## src/rtl/ln_pkg.sv

```systemverilog
// Shared defaults for the input quantizer/packer: sizes, reset threshold table, FSM states.
package ln_pkg;

    localparam int NUM_FEAT_DEF = 16;
    localparam int IN_W_DEF     = 8;
    localparam int Q_W_DEF      = 2;
    localparam int NUM_THR_DEF  = (1 << Q_W_DEF) - 1;

    // Entry (i,k) sits at [(i*NUM_THR_DEF + k)*IN_W_DEF +: IN_W_DEF]; every feature uses 64/128/192.
    localparam logic [NUM_FEAT_DEF*NUM_THR_DEF*IN_W_DEF-1:0] DEF_THRESH =
        {NUM_FEAT_DEF{8'd192, 8'd128, 8'd64}};

    typedef enum logic [1:0] {
        ST_FILL    = 2'd0,
        ST_DISCARD = 2'd1,
        ST_STALL   = 2'd2
    } state_t;

    function automatic logic [IN_W_DEF-1:0] def_thresh(input int i, input int k);
        return DEF_THRESH[((i % NUM_FEAT_DEF)*NUM_THR_DEF + (k % NUM_THR_DEF))*IN_W_DEF +: IN_W_DEF];
    endfunction

endpackage

```

## src/rtl/ln_feat_quantizer.sv

```systemverilog
// Combinational thermometer encoder: code = number of thresholds the sample meets or exceeds.
// The count cannot exceed 2**Q_W-1, so saturation falls out of the threshold count.
module ln_feat_quantizer #(
    parameter int IN_W = 8,
    parameter int Q_W  = 2,
    localparam int NUM_THR = (1 << Q_W) - 1
) (
    input  logic [IN_W-1:0]         i_data,
    input  logic [NUM_THR*IN_W-1:0] i_thresh,
    output logic [Q_W-1:0]          o_code
);

    logic [Q_W-1:0] w_cnt;

    always_comb begin
        w_cnt = '0;
        for (int k = 0; k < NUM_THR; k++) begin
            if (i_data >= i_thresh[k*IN_W +: IN_W]) begin
                w_cnt = w_cnt + 1'b1;
            end
        end
        o_code = w_cnt;
    end

endmodule

```

## src/rtl/ln_input_quant_packer.sv

```systemverilog
// Serial feature stream -> packed code vector for layer0; LN_THRESH_PROG_EN adds writable thresholds.
// Latency 1 cycle; s_ready drops only in STALL, while a completed vector waits for the output register.
module ln_input_quant_packer
    import ln_pkg::*;
#(
    parameter int NUM_FEAT = NUM_FEAT_DEF,
    parameter int IN_W     = IN_W_DEF,
    parameter int Q_W      = Q_W_DEF,
    localparam int CFG_AW  = $clog2(NUM_FEAT*((1 << Q_W) - 1))
) (
    input  logic                    clk,
    input  logic                    rst,
    input  logic                    s_valid,
    output logic                    s_ready,
    input  logic [IN_W-1:0]         s_data,
    input  logic                    s_last,
    output logic                    m_valid,
    input  logic                    m_ready,
    output logic [NUM_FEAT*Q_W-1:0] m_data,
    output logic                    err_len
`ifdef LN_THRESH_PROG_EN
    ,
    input  logic                    cfg_we,
    input  logic [CFG_AW-1:0]       cfg_addr,
    input  logic [IN_W-1:0]         cfg_data
`endif
);

    localparam int NUM_THR = (1 << Q_W) - 1;
    localparam int THR_W   = NUM_THR*IN_W;
    localparam int VEC_W   = NUM_FEAT*Q_W;
    localparam int IDX_W   = (NUM_FEAT > 1) ? $clog2(NUM_FEAT) : 1;

    function automatic logic [NUM_FEAT*THR_W-1:0] build_def();
        logic [NUM_FEAT*THR_W-1:0] v;
        v = '0;
        for (int i = 0; i < NUM_FEAT; i++) begin
            for (int k = 0; k < NUM_THR; k++) begin
                v[(i*NUM_THR + k)*IN_W +: IN_W] = IN_W'(def_thresh(i, k));
            end
        end
        return v;
    endfunction

    localparam logic [NUM_FEAT*THR_W-1:0] DEF_THR = build_def();

    logic [NUM_FEAT*THR_W-1:0] w_thr;

`ifdef LN_THRESH_PROG_EN
    logic [NUM_FEAT*THR_W-1:0] r_thr;

    // A write lands at the clock edge, so a beat in the same cycle still sees the old value.
    always_ff @(posedge clk) begin
        if (rst) begin
            r_thr <= DEF_THR;
        end else if (cfg_we && (int'(cfg_addr) < NUM_FEAT*NUM_THR)) begin
            r_thr[int'(cfg_addr)*IN_W +: IN_W] <= cfg_data;
        end
    end

    assign w_thr = r_thr;
`else
    assign w_thr = DEF_THR;
`endif

    state_t           r_state;
    state_t           w_state_nxt;
    logic [IDX_W-1:0] r_idx;
    logic [VEC_W-1:0] r_acc;
    logic [VEC_W-1:0] r_hold;
    logic [VEC_W-1:0] r_m_data;
    logic             r_m_valid;
    logic             r_err;

    logic [VEC_W-1:0] w_vec;
    logic [Q_W-1:0]   w_code;
    logic             w_beat;
    logic             w_idx_last;
    logic             w_out_free;
    logic             w_load_new;
    logic             w_load_hold;
    logic             w_save_hold;
    logic             w_err;
    logic             w_idx_clr;
    logic             w_idx_inc;
    logic             w_acc_wr;

    assign s_ready    = (r_state != ST_STALL);
    assign w_beat     = s_valid && s_ready;
    assign w_idx_last = (r_idx == IDX_W'(NUM_FEAT - 1));
    assign w_out_free = !r_m_valid || m_ready;

    ln_feat_quantizer #(
        .IN_W (IN_W),
        .Q_W  (Q_W)
    ) u_quant (
        .i_data   (s_data),
        .i_thresh (w_thr[r_idx*THR_W +: THR_W]),
        .o_code   (w_code)
    );

    // Completed vector = stored codes plus the code of the beat being accepted now.
    always_comb begin
        w_vec = r_acc;
        w_vec[r_idx*Q_W +: Q_W] = w_code;
    end

    always_comb begin
        w_state_nxt = r_state;
        w_load_new  = 1'b0;
        w_load_hold = 1'b0;
        w_save_hold = 1'b0;
        w_err       = 1'b0;
        w_idx_clr   = 1'b0;
        w_idx_inc   = 1'b0;
        w_acc_wr    = 1'b0;
        case (r_state)
            ST_FILL: begin
                if (w_beat) begin
                    if (w_idx_last) begin
                        w_idx_clr = 1'b1;
                        if (s_last) begin
                            if (w_out_free) begin
                                w_load_new = 1'b1;
                            end else begin
                                w_save_hold = 1'b1;
                                w_state_nxt = ST_STALL;
                            end
                        end else begin
                            w_err       = 1'b1;
                            w_state_nxt = ST_DISCARD;
                        end
                    end else if (s_last) begin
                        w_err     = 1'b1;
                        w_idx_clr = 1'b1;
                    end else begin
                        w_idx_inc = 1'b1;
                        w_acc_wr  = 1'b1;
                    end
                end
            end
            ST_DISCARD: begin
                if (w_beat && s_last) begin
                    w_state_nxt = ST_FILL;
                end
            end
            ST_STALL: begin
                // m_valid is always set here, so m_ready alone means the output transfers.
                if (m_ready) begin
                    w_load_hold = 1'b1;
                    w_state_nxt = ST_FILL;
                end
            end
            default: w_state_nxt = ST_FILL;
        endcase
    end

    always_ff @(posedge clk) begin
        if (rst) begin
            r_state   <= ST_FILL;
            r_idx     <= '0;
            r_acc     <= '0;
            r_hold    <= '0;
            r_m_valid <= 1'b0;
            r_m_data  <= '0;
            r_err     <= 1'b0;
        end else begin
            r_state <= w_state_nxt;
            r_err   <= w_err;
            if (w_idx_clr) begin
                r_idx <= '0;
            end else if (w_idx_inc) begin
                r_idx <= r_idx + 1'b1;
            end
            if (w_acc_wr) begin
                r_acc[r_idx*Q_W +: Q_W] <= w_code;
            end
            if (w_save_hold) begin
                r_hold <= w_vec;
            end
            if (w_load_new) begin
                r_m_valid <= 1'b1;
                r_m_data  <= w_vec;
            end else if (w_load_hold) begin
                r_m_valid <= 1'b1;
                r_m_data  <= r_hold;
            end else if (m_ready) begin
                r_m_valid <= 1'b0;
            end
        end
    end

    assign m_valid = r_m_valid;
    assign m_data  = r_m_data;
    assign err_len = r_err;

endmodule
```

## config.mk

```make
export PLATFORM = sky130hd
export DESIGN_NAME = ln_input_quant_packer
export DESIGN_NICKNAME = d
export VERILOG_FILES = /design/src/rtl/ln_pkg.sv /design/src/rtl/ln_feat_quantizer.sv /design/src/rtl/ln_input_quant_packer.sv
export SDC_FILE = /design/constraint.sdc
export NUM_CORES = 1
export LEC_CHECK = 0
export BUFFER_PORTS_ARGS = -buffer_cell sky130_fd_sc_hd__buf_2
export CAP_MARGIN = 40
export CORE_MARGIN = 4
export CORE_UTILIZATION = 34
export CTS_CLUSTER_DIAMETER = 60
export DETAILED_ROUTE_END_ITERATION = 7
export PLACE_DENSITY_LB_ADDON = 0.12
export SKIP_LAST_GASP = 1
export SLEW_MARGIN = 10
export SYNTH_ARGS = -nofsm -noshare
export SYNTH_HDL_FRONTEND = slang
export SYNTH_HIERARCHICAL = 1
export SYNTH_SLANG_ARGS = --single-unit
```

## constraint.sdc

```tcl
create_clock -name clk -period 3.1 [get_ports clk]
set_input_delay 0.155 -clock clk [delete_from_list [all_inputs] [get_ports clk]]
set_output_delay 0.155 -clock clk [all_outputs]
set_load 0.1 [all_outputs]
```

==> run summary <==
The routed design has 12500 um of wire. The number of synthesized flops with an enable pin is 0, and the final number of hold-violating endpoints is 0. The number of global-route vias before repair is 4136, and the count of antenna-violating nets left after detailed routing is 0. The tools report the maximum clock skew at final layout as 0.005649 ns. The clock transition at the registers of the reported paths was 0.07 ns; the post-CTS repair timing setup buffer count was 0.

The tools report the final hold slack as 0.03497 ns. For this run, the leading register cell type out of synthesis is dfxtp_1. For the peak supply drop, the log shows 0.2490 mV. The terminating pin of the worst hold path was r_state[1].

The first global-routing pass estimated 21180 um of wire. The core region is 15200 um^2. For the post-cts sizing count, the log shows 0.

The final cycle utilization of the critical path is 83.24%, and the simple-gate portion of the synthesized area is 22.20%. The number of antenna violations at the first check in global routing was 0; the synthesized-area fraction occupied by ao, oa, aoi and oai cells was 18.50%. The filler-free cell count of the finished design came out at 867. For this run, design rule violations remaining after detail routing come to 0. The tools report the total global routing overflow as 0.

The maximum count of clock buffers along a single path was 2. After detailed routing, the number of vias per cell comes to 5.101. The area growth from synthesis to layout is 15.46%. The peak per-stage delay on the critical path is 0.51 ns, and the synthesized area per cell is 8.442 um^2. In this run the critical register-to-register path is captured at r_hold[19]. The post-synthesis register bit count is 104.

By area, the combinational part of the netlist is dominated by simple AND/OR/NAND/NOR gates. Counting cells, the worst reg-to-reg path comes to 7. The detailed router placed 4423 vias in this run. The number of core rows was 45.

In this run the clock root is driven by a clkbuf_16. From left edge to right edge, the die measures 132.6 um. Entering global routing, the biggest net connects 63 pins.

In the final layout, the share of cells above drive strength 1 is 13.99%. The clock net in this run drives a total of 104 sinks. For this configuration, the core starts out at a cell density of 34.71%. The clock tree synthesis step divided the H-tree into 3 levels.

In this run, post-CTS hold repair placed 0 buffers. Before antenna repair, the detailed router went through 4 iterations. For flop-to-flop paths, the worst setup slack is 0.52 ns. Sum of net half-perimeters after detailed placement: 8678 um. Endpoint type of the worst setup path: a register. The net count of the finished layout is 717. The share of async-settable or async-resettable flops after synthesis is 0%, and the leakage power is 2.425 nW. Setup repair after global routing left no endpoint under its margin. The logs give 0 for the number of max-capacitance violations reported and 49 for the count of distinct cell types in the synthesized netlist.

The path class of the tightest hold or removal check is in -> reg. STA puts the critical path data required time at 3.30 ns. The worst hold path was traced through 2 stages. Summing the areas of all xor and xnor instances in the mapped netlist gives 0.4980% of the synthesized area. STA classifies the critical path startpoint as a register. The logs give 17580 um^2 for the area enclosed by the die boundary and 51.58% for the headroom to the max-slew limit.

The post-layout minimum cycle time works out to 2.581 ns. The highest clock frequency the design can meet is 387.5 MHz. The post-synthesis instance total came out at 625. The die is 132.6 um tall. The average wire length per cell after detail routing is 14.42 um. The slew of the pin with the lowest slew margin was 0.7241 ns. Walking the worst path, the cells encountered are nor3_1 > ha_1 > or3b_2 > or2_1 > nor2_1 > mux2i_1 > a211oi_1.

The tools report the share of synthesized area occupied by flip-flops and latches as 39.46%. After Yosys synthesis, full adders, half adders and majority gates account for 7.114% of the synthesized area. The worst setup path is of the reg -> reg kind. The number of filler cells placed in the layout came out at 1565.

The run gives 851 as the post-placement cell count. The run finished with clean final reports. The startpoint identified for the worst hold timing path is m_ready. The maximum fanout encountered on the critical timing path is 8, and the final count of pins violating max slew is 0. TritonCTS built the clock tree. The quantity of I/O buffers inserted on ports is 47, and the global-route usage over all layers is 14.59%.

Setup violations remaining at the end of the flow were counted as 0. In this run the critical register-to-register path is launched from r_idx[1]. In this run, the number of DRC markers left after iteration 0 of detailed routing was 230.

The run gives 2.79 ns as the signal arrival time at the worst endpoint. The run gives 0.35 ns as the later-pin clock latency in the skew report. For this design the top-level I/O count stands at 48. Among all stages on the critical path, the largest delay is contributed by or3b_2.

The weighted congestion at the end of routability-driven global placement is 0.8177, and the mux contribution to synthesized area is 6.521%. Summing every instance area after synthesis gives 5276 um^2. During synthesis, Yosys emitted a total of 6 warnings.

For this design the ratio of total power to cell area is 476.8 nW/um^2. In this run, CTS created clock tree buffers numbering 9. The number of antenna diodes in the final layout is 0.

For the accumulated negative setup slack, the log shows 0 ns.
[worst max-delay path: cells and delay by family, from the launching register on]
family          cells  cell delay (ns)
mux                 1             0.37
simple gates        4             1.24
compound gates      1             0.12
fa+ha+maj           1             0.34
flops               1             0.37
[layout make-up]
| cell class | instances | area, um^2 | area share [%] |
|---|---|---|---|
| clock buffers | 11 | 242.7 | 3.984 |
| clock inverters | 5 | 80.08 | 1.314 |
| inverters | 28 | 105.1 | 1.725 |
| multi-input cells | 470 | 2992 | 49.11 |
| flip-flops and latches | 104 | 2082 | 34.18 |
| well taps | 188 | 235.2 | 3.861 |
| repair buffers | 61 | 355.3 | 5.833 |
[stage by stage]
step	util (%)	worst slack (ns)	instance area, um^2	total power, W
final	40.07	0.5194	6092	0.002905
after global routing	40.07	0.2558	6092	0.003038
after CTS	40.07	0.5233	6092	0.002940
after detailed placement	37.95	0.4961	5769	0.001706
after global placement	37.95	0.4849	5769	0.001695
after floorplan	-	0.5040	5359	0.001618
[where the power goes]
group          internal (W)  leakage [nW]  switching [W]
logic              0.000116          1.43       0.000187
registers           0.00136         0.843      0.0000119
clock network      0.000729         0.152       0.000501
[cell usage in the layout (no fill, tap or decap), types with 2 or more instances in the layout]
master      Yosys  layout
o21a_1          4       4
mux2i_1        22      22
inv_1          27      27
a211oi_1       64      64
buf_4           0      14
nor3b_1         3       3
o21ai_0        15      15
xor2_1          2       2
nand3b_1        4       4
nand4_1         2       2
nand2_1        31      31
and3_1          4       4
nor2_1        100     100
dfxtp_1       104     104
and2_1         19      19
clkinvlp_4      0       2
nand3_1         9       9
nor4_1          6       6
buf_2          14      46
o21ai_1         3       3
ha_1           30      30
a22oi_1         8       8
nor3_1         25      25
nand2b_1        3       3
nor4b_1         8       8
a21oi_1        33      33
a21o_1          4       4
clkbuf_16       0       9
mux2_2         11      11
a31oi_1        10      10
bufinv_16       0       2
or4b_1          2       2
conb_1          2      24
nor2b_1         9       9
[how the worst max path moves through the flow]
stage                          from          to  slack [ns]  cells after the start
after floorplan            r_idx[2]  r_hold[27]        0.50                      8
after global placement    s_data[2]  m_data[12]        0.48                     13
after detailed placement  s_data[2]  m_data[12]        0.50                     13
after CTS                  r_idx[1]  r_hold[19]        0.52                      7
after global routing       r_idx[1]  m_data[19]        0.26                      7
final                      r_idx[1]  r_hold[19]        0.52                      7
[per-layer routing]
| metal | track usage [%] | wire length (um) | part of all wire, % |
|---|---|---|---|
| met5 | 0 | 0 | 0 |
| met4 | 3.868 | 155 | 1.2 |
| met3 | 3.270 | 614 | 4.9 |
| met2 | 23.09 | 5595 | 45 |
| met1 | 20.14 | 6140 | 49 |
[synthesized netlist by cell type, drive strengths merged, types with 4 or more instances]
cell    number  area share, %
dfxtp      104             39
nor2       100            7.1
a211oi      64            9.1
a21oi       33            3.1
nand2       31            2.2
ha          30            7.1
inv         27            1.9
clkbuf      26            1.9
nor3        25            2.4
mux2i       22            4.2
and2        19            2.3
buf         19            1.7
o21ai       18            1.7
mux2        11            2.3
a31oi       10            1.2
nand3        9           0.85
nor2b        9            1.1
nor4b        9            1.6
a22oi        8            1.1
nor4         6           0.71
a21o         4           0.57
and3         4           0.47
nand2b       4           0.62
nand3b       4           0.57
o21a         4           0.57
[registers in the layout, indices dropped and copies added (netlist names)]
register / cells
err_len: 1
r_idx: 4
r_hold: 32
r_state: 2
r_acc: 32
m_data: 32
m_valid: 1
[cell families after synthesis]
kind of cell / Yosys count
AO/OA/AOI/OAI: 145
XOR/XNOR: 3
buffers and inverters: 73
adder cells (fa/ha/maj): 30
AND/OR/NAND/NOR: 235
flip-flops: 104
other: 2
multiplexers: 33
No activity file was read; power rests on OpenSTA's default activity.
